--- src/rtl/cajero_controlador_pkg.sv ---
// Shared types and sizing for the ATM transaction controller.
// Imported by the interface, the PIN checker and the top level.
package cajero_pkg;

  localparam int N_DIGITOS    = 4;
  localparam int MAX_INTENTOS = 3;
  localparam int BALANCE_W    = 64;
  localparam int MONTO_W      = 32;

  typedef enum logic [2:0] {
    ESPERA_TARJETA,
    INGRESO_PIN,
    ESPERA_MONTO,
    FIN,
    BLOQUEO
  } estado_t;

endpackage

--- src/rtl/cajero_controlador_if.sv ---
// Card/PIN/amount stimulus bus between the tester (master) and the controller (slave).
interface cajero_controlador_if;
  import cajero_pkg::*;

  logic                 tarjeta_recibida;
  logic                 tipo_tarjeta;
  logic [15:0]          pin;
  logic [3:0]           digito;
  logic                 digito_stb;
  logic                 tipo_transaccion;
  logic [MONTO_W-1:0]   monto;
  logic                 monto_stb;
  logic [BALANCE_W-1:0] balance;
  logic                 balance_actualizado;
  logic                 entregar_dinero;
  logic                 fondos_insuficientes;
  logic                 pin_incorrecto;
  logic                 advertencia;
  logic                 bloqueo;

  modport master (
    output tarjeta_recibida, tipo_tarjeta, pin, digito, digito_stb,
           tipo_transaccion, monto, monto_stb,
    input  balance, balance_actualizado, entregar_dinero, fondos_insuficientes,
           pin_incorrecto, advertencia, bloqueo
  );

  modport slave (
    input  tarjeta_recibida, tipo_tarjeta, pin, digito, digito_stb,
           tipo_transaccion, monto, monto_stb,
    output balance, balance_actualizado, entregar_dinero, fondos_insuficientes,
           pin_incorrecto, advertencia, bloqueo
  );

endinterface

--- src/rtl/cajero_controlador_pin_verificador.sv ---
// Collects PIN digits MSB-first and flags the strobe that completes a 4-digit entry.
// Only the first three digits are stored; the fourth is compared straight off the input.
module pin_verificador
  import cajero_pkg::*;
(
  input  logic        clk,
  input  logic        rst,
  input  logic        limpiar,
  input  logic        digito_stb,
  input  logic [3:0]  digito,
  input  logic [15:0] pin_ref,
  output logic        pin_listo,
  output logic        pin_ok
);

  logic [11:0] digitos;
  logic [1:0]  cuenta;

  // The count wraps to zero on the completing digit, so a mismatch restarts entry.
  always_ff @(posedge clk or negedge rst) begin
    if (!rst) begin
      digitos <= '0;
      cuenta  <= '0;
    end else if (limpiar) begin
      digitos <= '0;
      cuenta  <= '0;
    end else if (digito_stb) begin
      digitos <= {digitos[7:0], digito};
      cuenta  <= cuenta + 2'd1;
    end
  end

  assign pin_listo = digito_stb && !limpiar && (cuenta == 2'(N_DIGITOS - 1));
  assign pin_ok    = ({digitos, digito} == pin_ref);

endmodule

--- src/rtl/cajero_controlador.sv ---
// ATM transaction controller: card session FSM, PIN attempt tracking and balance update.
module cajero_controlador
  import cajero_pkg::*;
#(
  parameter logic [BALANCE_W-1:0] BALANCE_INICIAL = 64'd50000,
  parameter logic [MONTO_W-1:0]   COMISION        = 32'd0
) (
  input  logic                clk,
  input  logic                rst,
  cajero_controlador_if.slave bus
);

  estado_t              estado, estado_n;
  logic [1:0]           intentos, intentos_n;
  logic [15:0]          pin_l, pin_n;
  logic                 tipo_l, tipo_n;
  logic [BALANCE_W-1:0] balance_q, balance_n;
  logic                 act_q, act_n, entregar_q, entregar_n;
  logic                 fondos_q, fondos_n, inc_q, inc_n;
  logic                 adv_q, adv_n, bloq_q, bloq_n;

  logic                 limpiar, stb_pin, pin_listo, pin_ok;
  logic [BALANCE_W:0]   suma;
  logic [BALANCE_W-1:0] deposito;
  logic [MONTO_W:0]     costo;
  logic [BALANCE_W-1:0] costo_ext;

  // Removal wins over a same-edge digit strobe, so the count is cleared instead.
  assign limpiar = (estado != INGRESO_PIN) || !bus.tarjeta_recibida;
  assign stb_pin = bus.digito_stb && (estado == INGRESO_PIN);

  pin_verificador u_pin (
    .clk        (clk),
    .rst        (rst),
    .limpiar    (limpiar),
    .digito_stb (stb_pin),
    .digito     (bus.digito),
    .pin_ref    (pin_l),
    .pin_listo  (pin_listo),
    .pin_ok     (pin_ok)
  );

  assign suma      = {1'b0, balance_q} + (BALANCE_W + 1)'(bus.monto);
  assign deposito  = suma[BALANCE_W] ? '1 : suma[BALANCE_W-1:0];
  assign costo     = {1'b0, bus.monto} + (tipo_l ? {1'b0, COMISION} : '0);
  assign costo_ext = BALANCE_W'(costo);

  always_ff @(posedge clk or negedge rst) begin
    if (!rst) begin
      estado     <= ESPERA_TARJETA;
      intentos   <= '0;
      pin_l      <= '0;
      tipo_l     <= 1'b0;
      balance_q  <= BALANCE_INICIAL;
      act_q      <= 1'b0;
      entregar_q <= 1'b0;
      fondos_q   <= 1'b0;
      inc_q      <= 1'b0;
      adv_q      <= 1'b0;
      bloq_q     <= 1'b0;
    end else begin
      estado     <= estado_n;
      intentos   <= intentos_n;
      pin_l      <= pin_n;
      tipo_l     <= tipo_n;
      balance_q  <= balance_n;
      act_q      <= act_n;
      entregar_q <= entregar_n;
      fondos_q   <= fondos_n;
      inc_q      <= inc_n;
      adv_q      <= adv_n;
      bloq_q     <= bloq_n;
    end
  end

  always_comb begin
    estado_n   = estado;
    intentos_n = intentos;
    pin_n      = pin_l;
    tipo_n     = tipo_l;
    balance_n  = balance_q;
    adv_n      = adv_q;
    bloq_n     = bloq_q;
    act_n      = 1'b0;
    entregar_n = 1'b0;
    fondos_n   = 1'b0;
    inc_n      = 1'b0;
    case (estado)
      ESPERA_TARJETA: begin
        if (bus.tarjeta_recibida) begin
          pin_n    = bus.pin;
          tipo_n   = bus.tipo_tarjeta;
          estado_n = INGRESO_PIN;
        end
      end
      INGRESO_PIN: begin
        if (!bus.tarjeta_recibida) begin
          estado_n   = ESPERA_TARJETA;
          intentos_n = '0;
          adv_n      = 1'b0;
        end else if (pin_listo) begin
          if (pin_ok) begin
            intentos_n = '0;
            adv_n      = 1'b0;
            estado_n   = ESPERA_MONTO;
          end else begin
            inc_n = 1'b1;
            if (intentos == 2'(MAX_INTENTOS - 1)) begin
              bloq_n   = 1'b1;
              estado_n = BLOQUEO;
            end else begin
              intentos_n = intentos + 2'd1;
              if (intentos == 2'(MAX_INTENTOS - 2)) adv_n = 1'b1;
            end
          end
        end
      end
      ESPERA_MONTO: begin
        if (!bus.tarjeta_recibida) begin
          estado_n   = ESPERA_TARJETA;
          intentos_n = '0;
          adv_n      = 1'b0;
        end else if (bus.monto_stb) begin
          if (!bus.tipo_transaccion) begin
            balance_n = deposito;
            act_n     = 1'b1;
            estado_n  = FIN;
          end else if (costo_ext <= balance_q) begin
            balance_n  = balance_q - costo_ext;
            act_n      = 1'b1;
            entregar_n = 1'b1;
            estado_n   = FIN;
          end else begin
            fondos_n = 1'b1;
          end
        end
      end
      FIN: begin
        if (!bus.tarjeta_recibida) estado_n = ESPERA_TARJETA;
      end
      BLOQUEO: ;
      default: estado_n = ESPERA_TARJETA;
    endcase
  end

  assign bus.balance              = balance_q;
  assign bus.balance_actualizado  = act_q;
  assign bus.entregar_dinero      = entregar_q;
  assign bus.fondos_insuficientes = fondos_q;
  assign bus.pin_incorrecto       = inc_q;
  assign bus.advertencia          = adv_q;
  assign bus.bloqueo              = bloq_q;

endmodule

--- src/flat_wrapper.sv ---
// flat-port wrapper written by rule: the top's interface ports become plain ports
module cajero_controlador_flat import cajero_pkg::*;
#(
  parameter logic [BALANCE_W-1:0] BALANCE_INICIAL = 64'd50000,
  parameter logic [MONTO_W-1:0]   COMISION        = 32'd0
)
  (clk, rst, bus_tarjeta_recibida, bus_tipo_tarjeta, bus_pin, bus_digito, bus_digito_stb, bus_tipo_transaccion, bus_monto, bus_monto_stb, bus_balance, bus_balance_actualizado, bus_entregar_dinero, bus_fondos_insuficientes, bus_pin_incorrecto, bus_advertencia, bus_bloqueo);
  cajero_controlador_if bus_i ();
  input  logic clk;
  input  logic rst;
  input wire logic [$bits(bus_i.tarjeta_recibida)-1:0] bus_tarjeta_recibida;
  input wire logic [$bits(bus_i.tipo_tarjeta)-1:0] bus_tipo_tarjeta;
  input wire logic [$bits(bus_i.pin)-1:0] bus_pin;
  input wire logic [$bits(bus_i.digito)-1:0] bus_digito;
  input wire logic [$bits(bus_i.digito_stb)-1:0] bus_digito_stb;
  input wire logic [$bits(bus_i.tipo_transaccion)-1:0] bus_tipo_transaccion;
  input wire logic [$bits(bus_i.monto)-1:0] bus_monto;
  input wire logic [$bits(bus_i.monto_stb)-1:0] bus_monto_stb;
  output wire logic [$bits(bus_i.balance)-1:0] bus_balance;
  output wire logic [$bits(bus_i.balance_actualizado)-1:0] bus_balance_actualizado;
  output wire logic [$bits(bus_i.entregar_dinero)-1:0] bus_entregar_dinero;
  output wire logic [$bits(bus_i.fondos_insuficientes)-1:0] bus_fondos_insuficientes;
  output wire logic [$bits(bus_i.pin_incorrecto)-1:0] bus_pin_incorrecto;
  output wire logic [$bits(bus_i.advertencia)-1:0] bus_advertencia;
  output wire logic [$bits(bus_i.bloqueo)-1:0] bus_bloqueo;
  assign bus_i.tarjeta_recibida = bus_tarjeta_recibida;
  assign bus_i.tipo_tarjeta = bus_tipo_tarjeta;
  assign bus_i.pin = bus_pin;
  assign bus_i.digito = bus_digito;
  assign bus_i.digito_stb = bus_digito_stb;
  assign bus_i.tipo_transaccion = bus_tipo_transaccion;
  assign bus_i.monto = bus_monto;
  assign bus_i.monto_stb = bus_monto_stb;
  assign bus_balance = bus_i.balance;
  assign bus_balance_actualizado = bus_i.balance_actualizado;
  assign bus_entregar_dinero = bus_i.entregar_dinero;
  assign bus_fondos_insuficientes = bus_i.fondos_insuficientes;
  assign bus_pin_incorrecto = bus_i.pin_incorrecto;
  assign bus_advertencia = bus_i.advertencia;
  assign bus_bloqueo = bus_i.bloqueo;
  cajero_controlador #(.BALANCE_INICIAL(BALANCE_INICIAL), .COMISION(COMISION)) u_core (.clk(clk), .rst(rst), .bus(bus_i));
endmodule
--- config.mk ---
export PLATFORM = sky130hd
export DESIGN_NAME = cajero_controlador_flat
export DESIGN_NICKNAME = d
export VERILOG_FILES = /design/src/rtl/cajero_controlador_pkg.sv /design/src/rtl/cajero_controlador_if.sv /design/src/rtl/cajero_controlador_pin_verificador.sv /design/src/rtl/cajero_controlador.sv /design/src/flat_wrapper.sv
export SDC_FILE = /design/constraint.sdc
export NUM_CORES = 1
export LEC_CHECK = 0
export CAP_MARGIN = 40
export CORE_UTILIZATION = 55
export CTS_CLUSTER_DIAMETER = 40
export DETAILED_ROUTE_END_ITERATION = 8
export PLACE_DENSITY = 0.79
export SYNTH_ARGS = -nofsm -noshare
export SYNTH_HDL_FRONTEND = slang
export SYNTH_SLANG_ARGS = --single-unit
--- constraint.sdc ---
create_clock -name clk -period 3.5 [get_ports clk]
set_input_delay 0.7 -clock clk [delete_from_list [all_inputs] [get_ports clk]]
set_output_delay 0.7 -clock clk [all_outputs]
set_load 0.005 [all_outputs]
After elaboration in Yosys (flattened, before gate mapping). Cells that the tools add are included.

Bits of input ports: 59. Output and inout bits: 70. Word-level logic and storage cells: 102. Flip-flop bits (word level): 105.

Add/sub/neg operators: 4. Eq/ne operators: 19. Reduce and logical (&&, ||, !) cells: 15. Muxes and demuxes: 49. Order comparisons: 1. Bitwise gates (word level): 2.

Operator list (count): $mux 64 (3); $add 64x32->65 (1); $le 32x64->1 (1); $sub 64x32->64 (1); $mux 3 (10); $mux 1 (24); $mux 12 (2); $eq 16x16->1 (1); $ne 4x3->1 const B (4); $pmux 3 s5 (1); $mux 2 (7); $reduce_and 5->1 (2); $reduce_and 4->1 (2); $reduce_and 7->1 (1); $eq 3x2->1 const B (2); $ne 2x2->1 const B (3); $add 2x1->2 const B (2); $eq 2x2->1 const B (2); $pmux 2 s2 (1); $reduce_bool 2->1 (2); $eq 3x1->1 const B (1); $eq 3x3->1 const B (1); $logic_and 1x1->1 (3); $logic_not 3->1 (1); 10 further kinds (12).

Longest topological paths before layout.
Depth after elaboration: 8. Depth in mapped cells: 16. Depth with buffers taken out: 15.

By module. Synthesis repeated with hierarchy kept, for this count alone.

Cells, all modules: 1169. Area, all modules: 9466.6 µm².

Modules (own cells, without submodules): cajero_controlador (seq. area each 2284.7 µm², instances 1, area an instance 8695.8 µm², cells each 1100); pin_verificador (seq. area each 350.3 µm², instances 1, area an instance 770.7 µm², cells each 69).

Worst setup path before layout. No wires, ideal clock.

Path kind: input port to flip-flop. From: input port bus_monto[0]. To: register u_core.balance_q[42], in the netlist u_core.bus.balance[42]. Buffers on the path: 1. Slack: 249 ps. Stages: 13. Data required time: 3369 ps. Arrival time: 3120 ps. Library setup time: 131 ps. Cells stage by stage: ha_1 > inv_1 > fa_1 > o21bai_1 > o2111ai_1 > a21bo_2 > or2_4 > a211oi_4 > o21ai_1 > buf_2 > o32ai_2 > and3_1 > a21oi_1.

Longest elaborated chain between the ends: 3. Elaborated cells between the ends (all ways): 8. Classes of those cells: add/sub (2); order compare (1); eq/ne (1); mux (3); reduce/logical (1).

RTL lines: start: declaration (line flat_wrapper.sv:17) `input wire logic [$bits(bus_i.monto)-1:0] bus_monto;`; $le 32x64->1, or another cell as far along (line cajero_controlador.sv:128) `end else if (costo_ext <= balance_q) begin`; $ne 2x1->1 (no line), or another cell as far along; $reduce_and 4->1 (no line) or $mux 64 (tied branches); end signal: assignment (line cajero_controlador.sv:66) `balance_q <= balance_n;`; end: declaration (line cajero_controlador.sv:17) `logic [BALANCE_W-1:0] balance_q, balance_n;`.

Parallel ways exist; a longest one is shown, timed or not. The select of a mux whose other input is x is not followed. A chain may end at the register's enable or synchronous reset.

Worst setup path in the final report.
From: input port bus_monto[3]. To: register u_core.balance_q[41], in the netlist u_core.bus.balance[41].

The elaborated chain is that of the path after synthesis.

==> results.py <==
metrics = {
    "critical_path": {
        "reg2reg_depth": 13,
        "critPathKind": "input pin to register",
        "critical_path.top_delay_family": "compound AO/OA/AOI/OAI gates",
        "cp.arrival_ns": 3.74,
        "cp_num_buf_inv": 4,
        "cp.depth": 14,
        "regToRegEndpoint": "u_core.bus.balance[51]",
        "rrSetupSlack_ns": 0.11,
        "worst_path_max_delay_cell": "clkdlybuf4s50_1",
        "cp.required_ns": 3.77,
        "crit_chain": "clkdlybuf4s50_1, inv_1, ha_4, o211a_1, o31a_1, o2111ai_2, a21oi_1, buf_4, a21oi_4, o31ai_4, a31oi_2, buf_4, a31oi_2, mux2_2",
        "crit_fanout": 4,
        "startpoint_type": "input pin",
        "worstReg2RegStart": "u_core.bus.balance[34]",
        "endpoint_kind": "register",
        "slowest_delay_ns": 0.49,
    },
    "die": {
        "die-area_mm2": 0.0189,
        "die_x_um": 138,
        "die_y_um": 138,
        "io_pins": 129,
        "rows": 49,
        "start_util": 0.562,
        "coreArea_mm2": 0.0180,
    },
    "cells_and_area": {
        "area_delta_synth_final_pct": 50.4,
        "drive_gt1_frac": 0.327,
        "seq_area_mm2": 0.00264,
        "fin_nets": 1818,
        "final_cells": 1925,
        "nFillCells": 1077,
        "finalInstanceArea_mm2": 0.0152,
        "multi_input_area_mm2": 0.00758,
    },
    "power_and_ir_drop": {
        "power.density_mw_per_mm2": 200,
        "p_leak_nw": 6.87,
        "irDropWorstVdd_mv": 0.307,
    },
    "sta": {
        "tightest_slew_ns": 0.750,
        "setup_viol": 0,
        "hold_slack_ns": 0.308,
        "slew_headroom": 0.500,
        "slew_violations": 0,
        "fin_crit_ns": 3.47,
        "finClkSkew_ns": 0.0183,
        "fin_ws_ns": 0.0277,
        "period_share": 0.992,
        "timing.fmax_mhz": 288,
        "final-hold-violation-count": 0,
        "tns_ns": 0,
    },
    "synthesis": {
        "synth_ff_type": "dfrtp_1",
        "synth-seq-area-share": 0.261,
        "postSynth.asyncResetShare": 1.00,
        "synth_most_common_cell": "nor2_1",
        "yosys-top-cells-count": "133 x nor2_1, 106 x a21oi_1, 99 x dfrtp_1",
        "synth_top_area_cell": "dfrtp_1",
        "synth-seq-cells": 105,
        "synthCells": 1280,
        "synth_top_area_share": 0.245,
        "synth.distinct_cells": 92,
        "syn_nets": 1408,
        "synth_area_mm2": 0.0101,
        "synth_area_per_cell_um2": 7.89,
        "yosysWarnings": 0,
        "synth_edf_count": 0,
        "synthTopCellsByArea": "dfrtp_1 25%, ha_1 8.3%, a21oi_1 5.3%",
    },
    "status": {
        "status": "complete, no violations",
    },
    "clock_network": {
        "numCtsBuffers": 9,
        "htreeDepth": 3,
        "cts_buffer_depth": 2,
        "cts_sinks": 105,
        "clk_pin_slew_ns": 0.09,
        "root_buffer": "clkbuf_16",
        "clkLatencyLatePin_ns": 0.38,
        "hold_buffers": 0,
        "tritoncts": "done",
    },
    "place": {
        "dp.cells": 1870,
        "place_area_mm2": 0.0136,
        "dp_slack_ns": -0.670,
        "detailed_place_hpwl_um": 27900,
        "portBuffers": 127,
        "place_congestion": 1.03,
    },
    "global_route": {
        "grt.total_usage": 0.393,
        "grt_max_degree": 66,
        "grt_pass1_vias": 11300,
        "grt_pass1_wl_um": 57500,
        "overflow": 0,
        "antenna_found_initial": 1,
    },
    "hold_path": {
        "hp-class": "input pin to async pin",
    },
    "drt": {
        "wl_per_cell_um": 20.4,
        "drtPass1Iterations": 6,
        "wirelength_um": 39200,
        "vias": 12300,
        "ant_nets": 0,
        "drt_iter0_drc": 1458,
        "drc_errors": 0,
        "post_drt_via_cell_ratio": 6.38,
    },
    "flow_run": {
        "drv_cap": 0,
    },
}
## worst max path at each step
stage	slack [ns]	to	from
after floorplan	0.25	u_core.bus.balance[42]	bus_monto[0]
after global placement	-0.62	u_core.bus.balance[54]	bus_monto[22]
after detailed placement	-0.67	u_core.bus.balance[55]	bus_monto[6]
after CTS	-0.008	u_core.bus.balance[53]	bus_monto[10]
after global routing	-0.06	u_core.bus.balance[58]	bus_monto[3]
final	0.03	u_core.bus.balance[41]	bus_monto[3]
## layer usage
layer | GRT usage | wire length [um] | up-vias | share of wire
met5 | 0 | 0 | - | 0
met4 | 0.159 | 1750 | 0 | 0.045
met3 | 0.0640 | 3630 | 181 | 0.093
met2 | 0.659 | 18400 | 794 | 0.47
met1 | 0.499 | 15400 | 5813 | 0.39
li1 | - | - | 5494 | -
## registers in the layout, summed over array words and instances (netlist names), 2 cells and up
signal / flops
u_core.bus.balance: 64
u_core.pin_l: 16
u_core.u_pin.digitos: 12
u_core.estado: 3
u_core.intentos: 2
u_core.u_pin.cuenta: 2
## cells in the final DEF (no fill, tap or decap), drive strengths merged, types with 13 or more instances in the layout
| cell type | count |
|---|---|
| buf | 346 |
| nor2 | 134 |
| a21oi | 119 |
| clkdlybuf4s50 | 102 |
| dfrtp | 99 |
| nand2 | 94 |
| inv | 81 |
| o21ai | 67 |
| ha | 67 |
| nor3 | 49 |
| nand3 | 40 |
| nor4 | 34 |
| xnor2 | 31 |
| mux2i | 26 |
| xor2 | 24 |
| mux2 | 24 |
| a31oi | 22 |
| nand4 | 21 |
| nor2b | 20 |
| and3 | 19 |
| dlymetal6s2s | 18 |
| nand2b | 15 |
| o211ai | 15 |
| a221oi | 15 |
| o21a | 13 |
| o31ai | 13 |
| o21bai | 13 |
| or3 | 13 |
## per-stage QoR
stage	util	total power, W
floorplan	-	0.00159
global placement	0.758	0.00185
detailed placement	0.758	0.00188
CTS	0.809	0.00299
global route	0.846	0.00314
finish	0.846	0.00304
## where the power goes
part | switching [W] | total, W | leakage, nW | internal [W]
logic | 0.000334 | 0.000645 | 5.35 | 0.000311
clock network | 0.000590 | 0.00111 | 0.152 | 0.000519
registers | 0.0000308 | 0.00128 | 1.37 | 0.00125
total | 0.000955 | 0.00304 | 6.87 | 0.00208
## layout make-up
cell class / instances / share of cell area
Sequential cell: 105 / 0.173
Multi-Input combinational cell: 1022 / 0.499
Clock inverter: 7 / 0.00601
Clock buffer: 9 / 0.0148
Timing Repair Buffer: 473 / 0.267
Tap cell: 229 / 0.0189
Antenna cell: 1 / 0.000165
Inverter: 79 / 0.0201
## cell families (layout without fill, tap and decap cells)
family,after synthesis,in the layout,share of synthesized area
flip-flops,105,105,0.261
multiplexers,50,50,0.0525
AO/OA/AOI/OAI,359,359,0.240
adder cells (fa/ha/maj),69,69,0.0870
other,0,1,0
XOR/XNOR,55,55,0.0477
AND/OR/NAND/NOR,489,489,0.245
buffers and inverters,153,568,0.0669
## repair_timing
item | 4_1_cts | 5_1_grt
endpoints found under the hold margin | 0 | 0
gates resized for setup | 80 | 109
cloned | 1 | 1
endpoints found under the setup margin | 63 | 64
pin swaps | 30 | 35
setup buffers | 20 | 16
No activity file was read; power rests on OpenSTA's default activity.
